**src/rtl/regfile_write_scheduler.sv**
```systemverilog
// regfile_write_scheduler: arbitrates A/B writebacks onto the register-file write port and tracks pending writes.
// Optional WB_SAME_CYCLE_CLEAR_EN: a register being written this cycle reads as not busy.
module regfile_write_scheduler #(
  parameter int STARVE_LIMIT = 3,
  parameter int NUM_REGS = 32
) (
  input  logic        clk,
  input  logic        reset,
  input  logic        a_valid,
  output logic        a_ready,
  input  logic [4:0]  a_addr,
  input  logic [31:0] a_data,
  input  logic        b_valid,
  output logic        b_ready,
  input  logic [4:0]  b_addr,
  input  logic [31:0] b_data,
  input  logic        issue_valid,
  input  logic [4:0]  issue_addr,
  output logic        issue_stall,
  input  logic [4:0]  q_addr1,
  input  logic [4:0]  q_addr2,
  output logic        q_busy1,
  output logic        q_busy2,
  output logic        rf_write_enable,
  output logic [4:0]  rf_addr_write,
  output logic [31:0] rf_in
);
  localparam logic [3:0] LIM = 4'(STARVE_LIMIT);
  localparam logic [NUM_REGS-1:0] ONE = {{(NUM_REGS-1){1'b0}}, 1'b1};
  logic [3:0] starve_cnt;
  logic [NUM_REGS-1:0] busy, live, set_vec, clr_vec;
  logic b_prio, a_go, b_go;
  always_comb begin
    b_prio = starve_cnt == LIM;
    a_ready = !reset && !(b_prio && b_valid);
    b_ready = !reset && (b_prio || !a_valid);
    a_go = a_valid && a_ready;
    b_go = b_valid && b_ready;
    rf_addr_write = a_go ? a_addr : b_go ? b_addr : '0;
    rf_in = a_go ? a_data : b_go ? b_data : '0;
    rf_write_enable = (a_go || b_go) && rf_addr_write != '0;
    clr_vec = rf_write_enable ? ONE << rf_addr_write : '0;
`ifdef WB_SAME_CYCLE_CLEAR_EN
    live = busy & ~clr_vec;
`else
    live = busy;
`endif
    issue_stall = !reset && issue_valid && live[issue_addr];
    q_busy1 = !reset && live[q_addr1];
    q_busy2 = !reset && live[q_addr2];
    set_vec = (issue_valid && !issue_stall && issue_addr != '0) ? ONE << issue_addr : '0;
  end
  // set after clear so a same-cycle issue wins over the committing write
  always_ff @(posedge clk) begin
    if (reset) busy <= '0;
    else busy <= (busy & ~clr_vec) | set_vec;
  end
  always_ff @(posedge clk) begin
    if (reset || !b_valid || b_go) starve_cnt <= '0;
    else if (starve_cnt != LIM) starve_cnt <= starve_cnt + 4'd1;
  end
endmodule

```
**config.mk**
```make
export PLATFORM = sky130hd
export DESIGN_NAME = regfile_write_scheduler
export DESIGN_NICKNAME = d
export VERILOG_FILES = /design/src/rtl/regfile_write_scheduler.sv
export SDC_FILE = /design/constraint.sdc
export NUM_CORES = 1
export LEC_CHECK = 0
export CAP_MARGIN = 20
export CORE_ASPECT_RATIO = 0.6
export CORE_MARGIN = 2
export CORE_UTILIZATION = 27
export CTS_CLUSTER_DIAMETER = 120
export DETAILED_ROUTE_END_ITERATION = 6
export MAX_ROUTING_LAYER = met4
export PLACE_DENSITY = 0.65
export SLEW_MARGIN = 20
export SYNTH_ARGS = -nofsm -noshare
export SYNTH_HDL_FRONTEND = slang
export SYNTH_SLANG_ARGS = --single-unit
```
**constraint.sdc**
```tcl
create_clock -name clk -period 5.8 [get_ports clk]
set_clock_uncertainty 0.05 [all_clocks]
set_input_delay 1.16 -clock clk [delete_from_list [all_inputs] [get_ports clk]]
set_output_delay 1.16 -clock clk [all_outputs]
set_load 0.05 [all_outputs]
```
== Word-level counts from Yosys, hierarchy flattened ==
Cells that the tools add are included.

* Register bits after elaboration: 36
* Output and inout port bits: 43

* Add/sub/neg operators: 1
* Muxes and demuxes: 12
* Reduce and logical (&&, ||, !) cells: 23
* Order comparisons: 3
* Eq/ne operators: 2
* Bitwise gates (word level): 3
* Shift operators: 2

{| class="wikitable"
|+ Operators with widths
! kind !! number
|-
| 32-bit two-way mux || 4
|-
| 1-bit by 5-bit << shifter with 32-bit output (first input constant) || 2
|-
| 32-bit AND || 1
|-
| 32-bit inverter || 1
|-
| 32-bit bitwise OR || 1
|-
| 5-bit by 6-bit < comparator with 1-bit output (second input constant) || 3
|-
| 1-bit binary-select mux with 5-bit select || 3
|-
| 1-bit logical AND || 12
|-
| 5-bit two-way mux || 2
|-
| 5-bit nonzero test || 2
|-
| 1-bit logical NOT || 5
|-
| 4-bit by 1-bit adder with 4-bit output (second input constant) || 1
|-
| 4-bit by 2-bit == test with 1-bit output (second input constant) || 1
|-
| 1-bit logical OR || 4
|-
| 4-bit by 2-bit != test with 1-bit output (second input constant) || 1
|-
| 1-bit two-way mux || 3
|}

== Depth between registers and ports, before layout ==
* Word-level depth: 12
* Mapped depth: 9

== Worst setup path after synthesis ==
OpenSTA, ideal clock, no wires.

* Kind: input to output
* Start point: input reset
* End point: output rf_write_enable
* Stages on the path: 7
* Arrival: 2,846 ps
* Required time: 4,590 ps
* Slack: 1,744 ps
* Path through: and2b_1 and2_4 buf_6 a22oi_4 inv_2 buf_2 or3_1

* Longest elaborated chain between the ends: 7
* Elaborated cells between the ends (all ways): 10
* Classes of those cells: mux: 2; reduce/logical: 8

{| class="wikitable"
|+ RTL lines
! element !! RTL line !! text
|-
| from (decl) || 8 || <nowiki>input logic reset,</nowiki>
|-
| 1-bit logical NOT (*) || 35, 36 ||
|-
| 1-bit logical AND || 36 || <nowiki>b_ready = !reset && (b_prio || !a_valid);</nowiki>
|-
| 1-bit logical AND || 38 || <nowiki>b_go = b_valid && b_ready;</nowiki>
|-
| 5-bit two-way mux || 39 || <nowiki>rf_addr_write = a_go ? a_addr : b_go ? b_addr : '0;</nowiki>
|-
| 5-bit two-way mux (*) || 39 ||
|-
| named net rf_addr_write[1] || 25 || <nowiki>output logic [4:0] rf_addr_write,</nowiki>
|-
| 5-bit nonzero test (*) || 41 || <nowiki>rf_write_enable = (a_go || b_go) && rf_addr_write != '0;</nowiki>
|-
| 1-bit logical AND (*) || 41 ||
|-
| to (decl) || 24 || <nowiki>output logic rf_write_enable,</nowiki>
|}

Mark *: on every way through the listed nets, which the timed path passes. The rest lies on a longest branch.

== Worst setup path after layout ==
* Start point: input q_addr1[0]
* End point: output q_busy1

* Longest elaborated chain between the ends: 3

{| class="wikitable"
|+ RTL lines
! element !! RTL line !! text
|-
| from (decl) || 20 || <nowiki>input logic [4:0] q_addr1,</nowiki>
|-
| 1-bit binary-select mux with 5-bit select || 49 || <nowiki>q_busy1 = !reset && live[q_addr1];</nowiki>
|-
| 1-bit two-way mux (not written as such) || 49 ||
|-
| 1-bit logical AND || 49 ||
|-
| to (decl) || 22 || <nowiki>output logic q_busy1,</nowiki>
|}

Every way passes these cells. The select of a mux whose other input is x is not followed.

==> metrics.md <==
| Metric | Value |
|---|---|
| Post-Synthesis Cells | `303` |
| CORE AREA | `10800 µm²` |
| Synth Net Count | `398` |
| Wirelength per Cell | `22.5 µm` |
| Routed Antenna Nets | `0` |
| Vias | `3403` |
| Reg2reg start | `starve_cnt[0]` |
| Antenna Diode Count | `0` |
| Num CTS Buffers | `5` |
| Post-synth EDFFs | `0` |
| Initial DRC count | `417` |
| Cell Area, Placed | `4500 µm²` |
| I/O pin total | `137` |
| Peak VDD IR | `0.000109 V` |
| Max frequency | `195 MHz` |
| Initial antenna violation count | `0` |
| Final Hold Fails | `0` |
| Final-report max-slew violation count | `0` |
| FILL cells | `1017` |
| Layout cell share with drive strength beyond 1 | `0.138` |
| Status | `completed` |
| NumNets Final | `522` |
| Synth cell count leaders | `36 x dfxtp_1, 32 x a22o_1, 24 x mux4_2` |
| Critical Path RT | `4590 ps` |
| Site row count | `29` |
| Routed vias/inst | `6.00` |
| # DRC | `0` |
| Hold path cells | `1` |
| Reg area | `721 µm²` |
| Post-synth top area share | `0.237` |
| Hold Buf Count CTS | `0` |
| Crit end category | `output port` |
| GP Congestion | `0.955` |
| Hold path start | `starve_cnt[0]` |
| Power density over cell area | `181 nW/µm²` |
| Worst R2R Setup Slack | `2820 ps` |
| Area Overhead vs Synth | `53.4%` |
| CTS sink count | `36` |
| Max Cap Viol | `0` |
| Hpwl dp | `10100 µm` |
| Yosys top cell by area | `dfxtp_1` |
| Largest net degree at the start of global routing | `35` |
| Setup TNS | `0 ps` |
| Worst R2R End | `busy[6]` |
| DIE AREA | `12200 µm²` |
| Top post-synthesis cells by area | `dfxtp_1 24%, mux4_2 18%, a22o_1 9.2%, o311ai_0 4.9%, o311ai_1 3.2%` |
| Vias in the first global route | `3299` |
| Worst rel slew slack | `0.375` |
| Ys async rst share | `0` |
| Hold endpoint | `starve_cnt[0]` |
| Lkg Pwr | `1.60 nW` |
| Max FO, Critical Path | `8` |
| Util after Layout | `0.433` |
| Setup Crit Path Kind | `primary input to output port` |
| CP max-delay cell | `clkdlybuf4s50_1` |
| Finished Layout Cells | `567` |
| Die W | `141 µm` |
| Post-CTS sizing | `0` |
| Yosys warning count | `0` |
| Pre-antenna DRT Iters | `5` |
| Measured slew at the worst slew-check pin | `937 ps` |
| Count leader, synth | `dfxtp_1` |
| Syn_area_per_cell | `10.0 µm²` |
| Multi-input logic area | `2170 µm²` |
| H-Tree Depth | `2` |
| # port buffers | `136` |
| CP arrival | `3910 ps` |
| Final total power | `844 µW` |
| CP Cell Sequence | `clkdlybuf4s50_1 > mux4_2 > mux4_2 > mux2i_1 > nor2_1 > clkdlybuf4s50_1` |
| First-pass GRT wire length | `19500 µm` |
| Total GRT Usage | `0.213` |
| Tmin final | `5120 ps` |
| Postcts setup bufs | `0` |
| CP Launch Type | `primary input` |
| CTS tree | `yes` |
| Top_reg_cell synth | `dfxtp_1` |
| Placed cells | `559` |
| Min-Delay Path Class | `register to register` |
| Worst-path clk slew | `50 ps` |
| Endpoints failing setup | `0` |
| Max Root-Sink Buffers | `2` |
| Total gr overflow | `0` |
| FF-to-FF path depth | `7` |
| #FFs+latches synth | `36` |
| Routed WL | `12800 µm` |
| Root Driver | `clkbuf_16` |
| Initial Util | `0.282` |
| RSZ-0062 raised after global routing | `no` |
| Final Cell Area | `4660 µm²` |
| Die height | `86.2 µm` |
| Sequential share of the synthesized area | `0.237` |
| Clk Latency, worst-skew pair | `280 ps` |
| CP peak stage delay | `800 ps` |
| Synth unique cells | `60` |
| Post-Syn Area | `3040 µm²` |
| Fin crit share | `0.884` |
metrics by stage:
stage	hold slack [ps]	worst slack, ps
after CTS	402	644
after floorplan	368	1740
after detailed placement	392	644
after global routing	453	537
after global placement	384	679
final	402	675
area by class of cell:
cell class	instances	share of cell area
Clock buffer	6	0.0276
Clock inverter	2	0.00751
Inverter	9	0.00724
Multi-Input combinational cell	233	0.466
Sequential cell	36	0.155
Tap cell	139	0.0373
Timing Repair Buffer	142	0.300
placed cells by master, fill, tap and decap left out, types with 3 or more instances in the layout:
cell type,count
clkdlybuf4s50_1,133
dfxtp_1,36
a22o_1,32
mux4_2,24
o311ai_0,17
nor2_1,16
nand2_1,15
o21ai_1,12
o311ai_1,11
o31ai_1,11
mux2i_1,9
buf_4,9
nand3_1,8
inv_1,7
nor2b_1,5
nand2b_1,5
clkbuf_16,5
o21ai_0,4
or3_1,4
o41ai_1,4
nor3b_1,3
nor3_1,3
o32a_1,3
a32o_1,3
report_power, final:
group	total [mW]	internal [mW]	switching (mW)
Combinational	0.283	0.124	0.159
Sequential	0.255	0.250	0.00427
Clock	0.306	0.202	0.104
Total	0.844	0.576	0.267
layer usage:
layer / global-route usage / routed length [µm] / vias up
met4: 0.0409 / 98 / 0
met2: 0.279 / 5420 / 177
li1: - / - / 1535
met3: 0.0696 / 1310 / 10
met1: 0.314 / 5950 / 1681
met5: - / 0 / -
cells by family after synthesis:
kind of cell	Yosys count	synth area share
mux	33	0.207
flops	36	0.237
compound gates	124	0.362
xor+xnor	2	0.00576
fa+ha+maj	1	0.00411
buf+inv	34	0.0485
simple gates	73	0.135
sequential cells by signal, summed over array words and instances (netlist names):
name / count
starve_cnt: 4
busy: 32
worst max-delay path by stage:
stage               startpoint               to  slack [ps]  cells past startpoint
floorplan                reset  rf_write_enable        1740                      7
global placement    q_addr1[0]          q_busy1         680                      6
detailed placement  q_addr1[0]          q_busy1         640                      6
CTS                 q_addr1[0]          q_busy1         640                      6
global route        q_addr1[0]          q_busy1         540                      6
finish              q_addr1[0]          q_busy1         680                      6
critical path, delay by kind of cell:
| kind | cells | cell delay (ps) |
|---|---|---|
| buf+inv | 2 | 1500 |
| mux | 3 | 1200 |
| simple gates | 1 | 50 |
Power figures use the tool's default switching activity.
==> variant: new RTL, same settings <==
Set the parameter `NUM_REGS` to 16 (it was 32).
--- a/src/rtl/regfile_write_scheduler.sv
+++ b/src/rtl/regfile_write_scheduler.sv
@@ -4,3 +4,3 @@
   parameter int STARVE_LIMIT = 3,
-  parameter int NUM_REGS = 32
+  parameter int NUM_REGS = 16
 ) (
Check against the original RTL: not equivalent (a bounded check fails within 4 cycles, from zero or initial values and one cycle with reset high).
==> variant against the unedited design <==
Final area decreased by 29%; via count decreased by 30%; die area decreased by 36%; total power decreased by 29%; area after synthesis decreased by 37%; routed wire length decreased by 40%; worst setup slack improved by 0.14 ns; sequential cell count decreased by 16; first-iteration DRC count decreased by 67%.
==> variant: results (changes against the unedited design) <==
metric,value,unit,change
vias in the first global route,2386,,"was 3,299"
worst r2r path cells,6,,was 7
termination of the worst setup path,issue_stall,,was q_busy1
via count,2382,,"was 3,403"
htree depth,1,,was 2
CTS Buffer Depth,2,,unchanged
routability cong.,0.889,,was 0.955
post-detail-place hpwl,6420,um,"was 10,100 um"
Starting DRT DRC Count,137,,was 417
post-synthesis sequential area ratio,21.0,%,was 23.7%
Synth Net Count,300,,was 398
Commonest cells post-synth,"a22o_1 (36), dfxtp_1 (20), mux4_2 (15), nand2_1 (14), nor2_1 (14)",,"was dfxtp_1 (36), a22o_1 (32), mux4_2 (24), o311ai_0 (17)"
Worst-Skew Late Latency,0.25,ns,was 0.28 ns
share of cells above drive strength 1,19.5,%,was 13.8%
Leak Pwr,1.27,nW,was 1.60 nW
CTS Buf Count,3,,was 5
Cell variety after synth,51,,was 60
Setup crit start,issue_addr[0],,was q_addr1[0]
I/O Buffers,134,,was 136
gr usage total,20.2,%,was 21.3%
WL per Instance,18.3,um,was 22.5 um
"Primary FF master, synth",dfxtp_1,,unchanged
nets,429,,was 522
status,"complete, no violations",,unchanged
reg2reg end,busy[8],,was busy[6]
first-pass GRT wire length,12300,um,"was 19,500 um"
Critical Path AT,3.77,ns,was 3.91 ns
Peak VDD IR,0.000118,V,was 0.000109 V
Max-Slew Margin vs Limit,40.9,%,was 37.5%
top flop regs,"busy x16, starve_cnt x4",,"was busy x32, starve_cnt x4"
maximum number of pins on one net before global-route repair,36,,was 35
Worst Hold Class,reg2reg,,unchanged
top post-synthesis cells by area,"dfxtp_1 (21%), mux4_2 (18%), a22o_1 (17%), nand2_1 (2.8%), nor2_1 (2.8%)",,"was dfxtp_1 (24%), mux4_2 (18%), a22o_1 (9.2%), o311ai_0 (4.9%), o311ai_1 (3.2%)"
R2R Setup Slk,3.34,ns,was 2.82 ns
==> variant: cell count changes in the layout (fill, tap and decap cells not counted), moves of 6 or more <==
cell             change
o311ai_0            -15
mux2i_1              -9
a32oi_1              +6
clkdlybuf4s50_1     -36
dfxtp_1             -16
o21ai_1             -12
buf_4               +31
mux4_2               -9
o311ai_1            -10
o31ai_1             -11
==> variant: final cells by class <==
cell class | count | area [sq um]
multi-input cells | 160 | 1400
fillers | 640 | 3430
flip-flops and latches | 20 | 400
repair buffers | 138 | 1290
clock buffers | 4 | 88.8
inverters | 11 | 41.3
well taps | 87 | 109
==> variant: worst max-delay path: stages <==
cell,delay (ns)
clkdlybuf4s50_1,0.69
mux4_2,0.57
mux4_2,0.47
and3_1,0.19
clkdlybuf4s50_1,0.69
==> variant: cell families after synthesis <==
| logic type | share of synthesized area, % |
|---|---|
| DFF | 21.0 |
| adders and majority gates | 0.657 |
| and+or+nand+nor | 22.2 |
| AOI/OAI and AO/OA | 31.9 |
| xor gates and xnor gates | 0.920 |
| buffers and inverters | 5.58 |
| muxes | 17.7 |
==> variant: how the worst min path moves through the flow <==
stage	startpoint	endpoint	cells after the start
6_report	starve_cnt[0]	starve_cnt[0]	1
5_1_grt	starve_cnt[0]	starve_cnt[0]	1
4_1_cts	starve_cnt[0]	starve_cnt[0]	1
3_5_place_dp	starve_cnt[0]	starve_cnt[0]	1
3_3_place_gp	starve_cnt[0]	starve_cnt[0]	1
2_1_floorplan	starve_cnt[0]	starve_cnt[0]	1
==> variant: stage by stage <==
step           std cells  setup WS (ns)  area (sq um)  power, mW  hold slack, ns
2_1_floorplan        205           1.66          1900      0.320           0.368
3_3_place_gp         416          0.819          3240      0.443           0.381
3_5_place_dp         416          0.795          3240      0.444           0.399
4_1_cts              420          0.791          3330      0.601           0.411
5_1_grt              420          0.712          3330      0.625           0.438
6_report             420          0.817          3330      0.600           0.404
==> variant: where the power goes <==
group / leakage, nW / internal, mW / switching [mW]
logic: 1.06 / 0.137 / 0.133
clock network: 0.0442 / 0.105 / 0.0524
registers: 0.163 / 0.153 / 0.0203
total: 1.27 / 0.395 / 0.205
==> variant: layer usage <==
| layer | part of all wire [%] | vias up | track usage, % | wire (um) |
|---|---|---|---|---|
| met3 | 7.8 | 5 | 3.87 | 597 |
| met4 | 0.40 | 0 | 3.12 | 31 |
| met1 | 46 | 1147 | 28.7 | 3570 |
| met2 | 45 | 120 | 30.4 | 3480 |
| met5 | 0 | - | - | 0 |
| li1 | - | 1110 | - | - |
